==> src/rtl/condlogic.sv <==
// condlogic -- conditional-execution stage of the multicycle ARM core.
//
// Holds the architectural NZCV flags and gates the decoder's raw write
// requests (PCS, RegW, MemW) with the condition result. That result is
// evaluated against the registered flags and delayed one cycle, so a
// writeback-state write follows the flags as they stood during execute.
//
// Optional feature, selected with the COND_SQUASH_CNT_EN macro:
//   defined   - SquashCnt is a saturating count of cycles where a write
//               request was suppressed by a failed condition.
//   undefined - SquashCnt is tied to zero and no counter flops exist.
//
// No FSM and no handshake: every input is sampled every cycle.

module condlogic #(
    parameter int CNT_W = 16
) (
    input  logic             clk,
    input  logic             reset,
    input  logic [3:0]       Cond,
    input  logic [3:0]       ALUFlags,
    input  logic [1:0]       FlagW,
    input  logic             PCS,
    input  logic             NextPC,
    input  logic             RegW,
    input  logic             MemW,
    output logic             PCWrite,
    output logic             RegWrite,
    output logic             MemWrite,
    output logic [3:0]       Flags,
    output logic [CNT_W-1:0] SquashCnt
);

    logic [3:0] flags_q;
    logic       cond_ex;
    logic       cond_ex_delayed;
    logic [1:0] flag_write;

    logic flag_n;
    logic flag_z;
    logic flag_c;
    logic flag_v;

    assign flag_n = flags_q[3];
    assign flag_z = flags_q[2];
    assign flag_c = flags_q[1];
    assign flag_v = flags_q[0];

    // Condition check against the registered flags (never the live ALU flags).
    always_comb begin
        cond_ex = 1'b0;
        case (Cond)
            4'b0000: cond_ex = flag_z;
            4'b0001: cond_ex = ~flag_z;
            4'b0010: cond_ex = flag_c;
            4'b0011: cond_ex = ~flag_c;
            4'b0100: cond_ex = flag_n;
            4'b0101: cond_ex = ~flag_n;
            4'b0110: cond_ex = flag_v;
            4'b0111: cond_ex = ~flag_v;
            4'b1000: cond_ex = flag_c & ~flag_z;
            4'b1001: cond_ex = ~flag_c | flag_z;
            4'b1010: cond_ex = (flag_n == flag_v);
            4'b1011: cond_ex = (flag_n != flag_v);
            4'b1100: cond_ex = ~flag_z & (flag_n == flag_v);
            4'b1101: cond_ex = flag_z | (flag_n != flag_v);
            4'b1110: cond_ex = 1'b1;
            default: cond_ex = 1'b0; // 1111 is reserved: never executes
        endcase
    end

    // A failed condition also blocks the flag update, even with S set.
    assign flag_write = FlagW & {2{cond_ex}};

    // Flag register: NZ and CV halves load independently.
    always_ff @(posedge clk) begin
        if (reset) begin
            flags_q <= 4'b0000;
        end else begin
            if (flag_write[1]) flags_q[3:2] <= ALUFlags[3:2];
            if (flag_write[0]) flags_q[1:0] <= ALUFlags[1:0];
        end
    end

    // Condition result carried into the next (writeback) cycle.
    always_ff @(posedge clk) begin
        if (reset) cond_ex_delayed <= 1'b0;
        else       cond_ex_delayed <= cond_ex;
    end

    // NextPC bypasses the gate so fetch always advances the PC.
    assign PCWrite  = (PCS & cond_ex_delayed) | NextPC;
    assign RegWrite = RegW & cond_ex_delayed;
    assign MemWrite = MemW & cond_ex_delayed;
    assign Flags    = flags_q;

`ifdef COND_SQUASH_CNT_EN
    logic [CNT_W-1:0] squash_cnt_q;
    logic             squash_hit;

    // Several requests in the same cycle still count as a single squash.
    assign squash_hit = (PCS | RegW | MemW) & ~cond_ex_delayed;

    // Saturating squash counter.
    always_ff @(posedge clk) begin
        if (reset) begin
            squash_cnt_q <= '0;
        end else if (squash_hit && (squash_cnt_q != {CNT_W{1'b1}})) begin
            squash_cnt_q <= squash_cnt_q + {{(CNT_W-1){1'b0}}, 1'b1};
        end
    end

    assign SquashCnt = squash_cnt_q;
`else
    assign SquashCnt = '0;
`endif

endmodule

==> config.mk <==
export PLATFORM = sky130hd
export DESIGN_NAME = condlogic
export DESIGN_NICKNAME = d
export VERILOG_FILES = /design/src/rtl/condlogic.sv
export SDC_FILE = /design/constraint.sdc
export NUM_CORES = 1
export LEC_CHECK = 0
export BUFFER_PORTS_ARGS = -buffer_cell sky130_fd_sc_hd__clkbuf_2
export CAP_MARGIN = 20
export CORE_MARGIN = 1
export CORE_UTILIZATION = 39
export CTS_CLUSTER_DIAMETER = 80
export DETAILED_ROUTE_END_ITERATION = 12
export GPL_TIMING_DRIVEN = 0
export PLACE_DENSITY = 0.78
export REMOVE_ABC_BUFFERS = 1
export SLEW_MARGIN = 40
export SYNTH_ARGS = -nofsm -noshare
export SYNTH_HDL_FRONTEND = slang
export SYNTH_SLANG_ARGS = --single-unit
==> constraint.sdc <==
create_clock -name clk -period 2.1 [get_ports clk]
set_input_delay 0.315 -clock clk [delete_from_list [all_inputs] [get_ports clk]]
set_output_delay 0.315 -clock clk [all_outputs]
set_load 0.05 [all_outputs]
Yosys cells after proc, flatten, opt, wreduce, memory -nomap -nowiden:

Cells that the tools add are included.

* bits in read-only memories: 0
* latch bits: 0
* memories: 0
* register bits: 5
* output and inout port bits: 23
* bits in writable memories: 0

* bitwise logic cells: 13
* add/sub/neg operators: 0
* mux-type cells: 1
* $lt $le $gt $ge: 0
* multipliers: 0
* shifts and indexed selects: 0
* div/mod/pow operators: 0
* reduce and logical (&&, ||, !) cells: 1
* eq/ne operators: 16

Operators with widths (count)
* 4-bit equality test, second input constant: 7
* 4-bit by 3-bit equality test with 1-bit output, second input constant: 4
* 1-bit one-hot mux with 15 select lines: 1
* 4-bit by 2-bit equality test with 1-bit output, second input constant: 2
* 1-bit AND: 5
* 4-bit by 1-bit equality test with 1-bit output, second input constant: 1
* 4-bit logical NOT: 1
* 1-bit NOT: 4
* 1-bit bitwise OR: 3
* 2-bit AND: 1
* 1-bit equality test: 1
* 1-bit != test: 1

Depth between registers and ports, before layout:

Gate-level depths: netlist of the first run.

* depth in word-level cells: 4
* gate-level depth with buffers: 6
* gate-level depth less buffers: 5

Worst setup path after synthesis of the first run:

Ideal clock, no wire load.

* path type: reg2reg
* start: reg flags_q[3] (netlist: Flags[3])
* end: reg flags_q[0] (netlist: Flags[0])
* data arrival time: 1.847 ns
* period minus slack after synthesis: 1.980 ns
* data required time: 1.967 ns
* stages on the path, launching flop included: 6
* library setup time: 0.133 ns
* path buffers: 0
* setup slack: 0.120 ns
* cell sequence: dfxtp_1 xnor2_1 or3_1 a311oi_2 o31ai_1 mux2i_1

* word-level cells in the longest chain between the ends: 4
* elaborated cells between the ends (all ways): 7

Ends and longest elaborated chain
* start, declared: RTL line 34 `logic [3:0] flags_q;`
* start signal, assigned: RTL line 80 `if (flag_write[1]) flags_q[3:2] <= ALUFlags[3:2];`
* 1-bit != test or 1-bit equality test (tied branches)
* 1-bit bitwise OR or 1-bit AND (tied branches): RTL line 66, 65
* 1-bit one-hot mux with 15 select lines *: RTL line 52 `case (Cond)`
* 2-bit AND *: RTL line 73 `assign flag_write = FlagW & {2{cond_ex}};`

Every way passes the cells marked *; elsewhere a longest branch is shown, timed or not.
A chain may end at the register's enable or synchronous reset.

Worst setup path after layout of the first run:

* start: reg flags_q[0] (netlist: Flags[0])
* end: reg flags_q[2] (netlist: Flags[2])

The elaborated chain is that of the path after synthesis.

==> flow_metrics.tcl, run 1 <==
set metrics [dict create \
    outcome "complete, no violations" \
    yosysTopAreaCellShare 0.220 \
    dp.final_hpwl_microns 783 \
    pwr-share-comb 0.441 \
    place_inst 100 \
    first_iter_violations 3 \
    fmax_mhz 547 \
    worstPathMaxFanout 5 \
    ctsResizeCount 0 \
    cts-root-buf "clkbuf_4" \
    cts_buffer_depth 2 \
    max_stage_delay_ps 450 \
    die_area_sq_mm 0.00155 \
    drtAntennaViolNets 0 \
    yosys.area_share.simple 0.266 \
    hold_slack_ps 307 \
    cts_made_buffers 3 \
    rows 13 \
    nFillCells 129 \
    cts.sink_count 5 \
    grt_use_total 0.171 \
    powerDensity_mw_per_mm2 643 \
    start_kind "flip-flop" \
    fin_crit_sh 0.871 \
    diodes 0 \
    vias_per_cell 4.79 \
    syn-cell-area_sq_um 546 \
    layout.nets 106 \
    avgSynthCellArea_sq_um 8.39 \
    ys_warn_count 0 \
    setup_viol 0 \
    place.gp.congestion 0.762 \
    grt_pass1_wl_microns 1700 \
    clk_pin_slew_ps 50 \
    synth_fa_ha_area_frac 0 \
    worst_ep_required_time_ps 2270 \
    cts_tree "built" \
    io_pins 39 \
    seq_power_share 0.278 \
    synth_top_family_by_area "simple AND/OR/NAND/NOR gates" \
    synth-xor-area-share 0.0482 \
    p_leak_nw 0.335 \
    worst_path_max_delay_cell "o31ai_1" \
    worst-setup-path-type "reg -> reg" \
    power_frac_clock 0.280 \
    vias 498 \
    arrival_ps 2000 \
    min_path_cells 3 \
    totalWireLength_microns 1060 \
    area_delta_synth_final_pct 15.8 \
    synth_seq_cells 5 \
    coreArea_sq_mm 0.00130 \
    switchingPower_mw 0.186 \
    instances_no_fill 104 \
    reg2regPathDepth 5 \
    ys_seq_area_frac 0.183 \
    netlist_top_cells_area "buf_4 (22%), dfxtp_1 (18%), mux2i_1 (11%)" \
    hold_violations 0 \
    rrSetupSlack_ps 270 \
    grt_pass1_vias 423 \
    die_x_microns 39.4 \
    firstDrtPassIters 4 \
    antenna_found_initial 0 \
    grt_max_degree 10 \
    die_h_microns 39.4 \
    grt_overflow 0 \
    critPathCaptureType "flip-flop" \
    p_int_mw 0.220 \
    syn_inst 65 \
    p_sw_frac 0.458 \
    final_cell_area_sq_um 632 \
    drc 0 \
    clock_skew_ps 1.76 \
    critical_path.cell_chain "xnor2_1, a221oi_2, a311oi_2, o31ai_1, mux2i_1" \
    htreeDepth 1 \
    fin_total_pwr_mw 0.406 \
    clk_latency_ps 240 \
    peakVddDrop_v 0.000331 \
    synth_cell_type_count 29 \
    start_util 0.419 \
    layout_min_cycle_time_ps 1830 \
    port_buffers 22 \
    muxShareOfSynthArea 0.110 \
    wl_per_cell_microns 10.2 \
    postCtsSetupBuffers 0 \
    synth_compound_area_frac 0.142 \
    drive_above_1_share 0.303 \
    rsz0062_at_grt "no" \
    hold_buffers 0 \
    slew_violations 0 \
    hold_path.class "in -> reg" \
    place_area_sq_um 606 \
    tns_ps 0 \
    yosys.area.top_type "buf_4" \
    drv_cap 0 \
]
[area by class of cell]
type | count | area [sq um] | area share
multi-input combinational | 56 | 369 | 0.584
tap | 15 | 18.8 | 0.0297
inverter | 2 | 7.51 | 0.0119
timing repair buffer | 22 | 110 | 0.174
sequential | 5 | 100 | 0.158
clock buffer | 4 | 26.3 | 0.0416
[cells by family after synthesis]
group                  after synthesis
XOR/XNOR                             3
AO/OA/AOI/OAI                        8
AND/OR/NAND/NOR                     23
other                                1
buffers and inverters               19
multiplexers                         6
flip-flops                           5
[Yosys cell counts, drive strengths merged]
master / instances
a21o: 1
a221oi: 1
a22oi: 1
a311oi: 1
and2: 3
buf: 17
conb: 1
dfxtp: 5
inv: 2
mux2i: 6
nand2: 1
nand2b: 6
nand3: 1
nand3b: 1
nand4: 1
nand4b: 1
nor2: 2
nor2b: 1
nor3: 1
nor4bb: 1
o2111ai: 1
o31ai: 2
o32ai: 1
or2b: 2
or3: 1
or4: 1
xnor2: 2
xor2: 1
[flip-flops by register name (all words and copies together), names as in the netlist]
name	count
cond_ex_delayed	1
Flags	4
[path summary, 6_finish.rpt]
check | start | end
setup reg to reg | Flags[0]$_SDFFE_PP0P_ | Flags[2]$_SDFFE_PP0P_
setup / recovery | Flags[0]$_SDFFE_PP0P_ | Flags[2]$_SDFFE_PP0P_
hold / removal | ALUFlags[0] | Flags[0]$_SDFFE_PP0P_
hold reg to reg | Flags[1]$_SDFFE_PP0P_ | Flags[1]$_SDFFE_PP0P_
[layer usage]
metal / vias to the layer above / global-route usage / part of all wire
met5: - / 0 / 0
met4: 0 / 0.129 / 0.0095
met3: 2 / 0.0341 / 0.074
met2: 29 / 0.275 / 0.49
met1: 222 / 0.196 / 0.42
li1: 245 / - / -
[per-stage QoR]
step / setup WS (ps) / util
final: 271 / 0.486
after global routing: 131 / 0.486
after CTS: 271 / 0.486
after detailed placement: 295 / 0.465
after global placement: 302 / 0.465
after floorplan: 120 / -
[critical path: cells and delay by family (launching register included)]
family,cells,cell delay (ps)
compound gates,3,910
xor+xnor,1,170
flops,1,430
mux,1,250
[placed cells by master, fill, tap and decap left out, drive strengths merged]
cell	count
nand2b	6
a221oi	1
conb	16
clkbuf	26
inv	2
nor2b	1
xnor2	2
nand3b	1
nand4	1
a22oi	1
o2111ai	1
and2	3
nor4bb	1
mux2i	6
or4	1
nand2	1
nand3	1
dfxtp	5
o32ai	1
o31ai	2
nand4b	1
a21o	1
nor2	2
a311oi	1
or2b	2
or3	1
xor2	1
nor3	1
[power groups by stage]
stage	sequential (mW)	combinational, mW	clock [mW]
6_report	0.113	0.179	0.114
5_1_grt	0.114	0.192	0.128
4_1_cts	0.113	0.179	0.119
3_5_place_dp	0.114	0.178	0
3_3_place_gp	0.113	0.176	0
2_1_floorplan	0.130	0.125	0
Note: power is estimated with default switching activity, not from simulation.
==> run 2, diff against run 1 <==
- CTS_CLUSTER_DIAMETER: 80 -> 30
- PLACE_DENSITY: 0.78 -> 0.83
- SLEW_MARGIN: 40 -> 20
==> run 2 against run 1 <==
Die area unchanged. Wire length is 3.7% lower. Register-to-register slack improved by 40 ps. First-iteration DRC count rose to 3.3 times the previous value. Worst hold slack worse by 0.52 ps. Core utilization did not move. Via count shrank 0.20%. Count of clock-buffer cells in the layout unchanged. Sequential share of layout area stayed put. Maximum frequency grew 2.1%. Cell area is the same. Largest cell class unchanged.
==> flow_metrics.tcl, run 2 (synthesis results as in run 1) <==
set metrics [dict create \
    outcome "complete, no violations" \
    largest_register_ffs 4 \
    place_area_sq_um 606 \
    nFillCells 128 \
    start_util 0.419 \
    arrival_ps 1960 \
    powerDensity_mw_per_mm2 644 \
    clk_latency_ps 250 \
    max_stage_delay_ps 440 \
    clk_pin_slew_ps 50 \
    clock_skew_ps 8.40 \
    tns_ps 0 \
    grt_pass1_wl_microns 1510 \
    p_leak_nw 0.335 \
    final_common_cell "clkbuf_2" \
    die_x_microns 39.4 \
    first_iter_violations 10 \
    vias 497 \
    instances_no_fill 104 \
    worstPathMaxFanout 5 \
    multiInputGateArea_sq_um 369 \
    final_cell_area_sq_um 632 \
    coreArea_sq_mm 0.00130 \
    wl_per_cell_microns 9.78 \
    layout_min_cycle_time_ps 1790 \
    worst_ep_required_time_ps 2270 \
    place_ws_ps 261 \
    grt_use_total 0.146 \
    start_kind "flip-flop" \
    die_h_microns 39.4 \
    setup_ws_ps 308 \
    place_inst 100 \
    worst_path_max_delay_cell "o31ai_1" \
    hold_buffers 0 \
    regArea_sq_um 100 \
    drv_cap 0 \
    postCtsSetupBuffers 0 \
    htreeDepth 1 \
    cts_buffer_depth 2 \
    critPathBufInv 0 \
    setup_viol 0 \
    grt_overflow 0 \
    rows 13 \
    layout.nets 106 \
    area_delta_synth_final_pct 15.8 \
    hold_slack_ps 307 \
    peakVddDrop_v 0.000438 \
    die_area_sq_mm 0.00155 \
    fin_crit_sh 0.853 \
    totalWireLength_microns 1020 \
    hold_path.class "in -> reg" \
    grt_pass1_vias 367 \
    layout_common_cells "clkbuf_2 (22), conb_1 (16), nand2b_1 (6), mux2i_1 (6), dfxtp_1 (5)" \
    ctsResizeCount 0 \
    worst-setup-path-type "reg -> reg" \
    fin_util 0.486 \
    port_buffers 22 \
    drive_above_1_share 0.303 \
    fin_total_pwr_mw 0.407 \
    io_pins 39 \
    cts.sink_count 5 \
    grt_max_degree 10 \
    cts-root-buf "clkbuf_4" \
    place.gp.congestion 0.830 \
    slew_violations 0 \
    critPathCaptureType "flip-flop" \
    critical-path-top-delay-family "compound AO/OA/AOI/OAI gates" \
    drtAntennaViolNets 0 \
    rsz0062_at_grt "no" \
    vias_per_cell 4.78 \
    cts_made_buffers 3 \
    drc 0 \
    dp.final_hpwl_microns 811 \
    diodes 0 \
    critical_path.cell_chain "xnor2_1, a221oi_2, a311oi_2, o31ai_1, mux2i_1" \
    fmax_mhz 558 \
    firstDrtPassIters 4 \
    cts_tree "built" \
    hold_violations 0 \
    antenna_found_initial 0 \
]
==> run 2: cell counts in the layout (fill, tap and decap cells not counted) <==
Identical to the previous run, type by type.
==> run 2: final timing paths <==
| check | startpoint | end | slack, ps | cells past startpoint |
|---|---|---|---|---|
| setup / recovery | Flags[0]$_SDFFE_PP0P_ | Flags[0]$_SDFFE_PP0P_ | 310 | 5 |
| hold / removal | ALUFlags[1] | Flags[1]$_SDFFE_PP0P_ | 310 | 3 |
| setup reg to reg | Flags[0]$_SDFFE_PP0P_ | Flags[0]$_SDFFE_PP0P_ | 310 | 5 |
| hold reg to reg | Flags[2]$_SDFFE_PP0P_ | Flags[2]$_SDFFE_PP0P_ | 560 | 2 |
==> run 2: layout make-up <==
class                           instances  area share
Tap cell                               15      0.0297
Inverter                                2      0.0119
Multi-Input combinational cell         56       0.584
Sequential cell                         5       0.158
Timing Repair Buffer                   22       0.174
Clock buffer                            4      0.0416
==> run 2: worst min-delay path: cells and delay by family <==
| kind | cells | cell delay [ps] |
|---|---|---|
| buffers and inverters | 1 | 80 |
| multiplexers | 1 | 60 |
| AND/OR/NAND/NOR | 1 | 50 |
==> run 2: power breakdown <==
part	internal, mW	switching (mW)	leakage (nW)
clock	0.0722	0.0439	0.0150
combinational	0.0456	0.133	0.279
sequential	0.103	0.00950	0.0409
total	0.220	0.187	0.335
==> run 2: per-layer routing <==
| metal | part of all wire | track usage | vias up |
|---|---|---|---|
| met5 | 0 | 0 | - |
| met4 | 0 | 0 | 0 |
| met3 | 0.11 | 0.0682 | 0 |
| met2 | 0.50 | 0.254 | 35 |
| met1 | 0.39 | 0.169 | 217 |
| li1 | - | - | 245 |
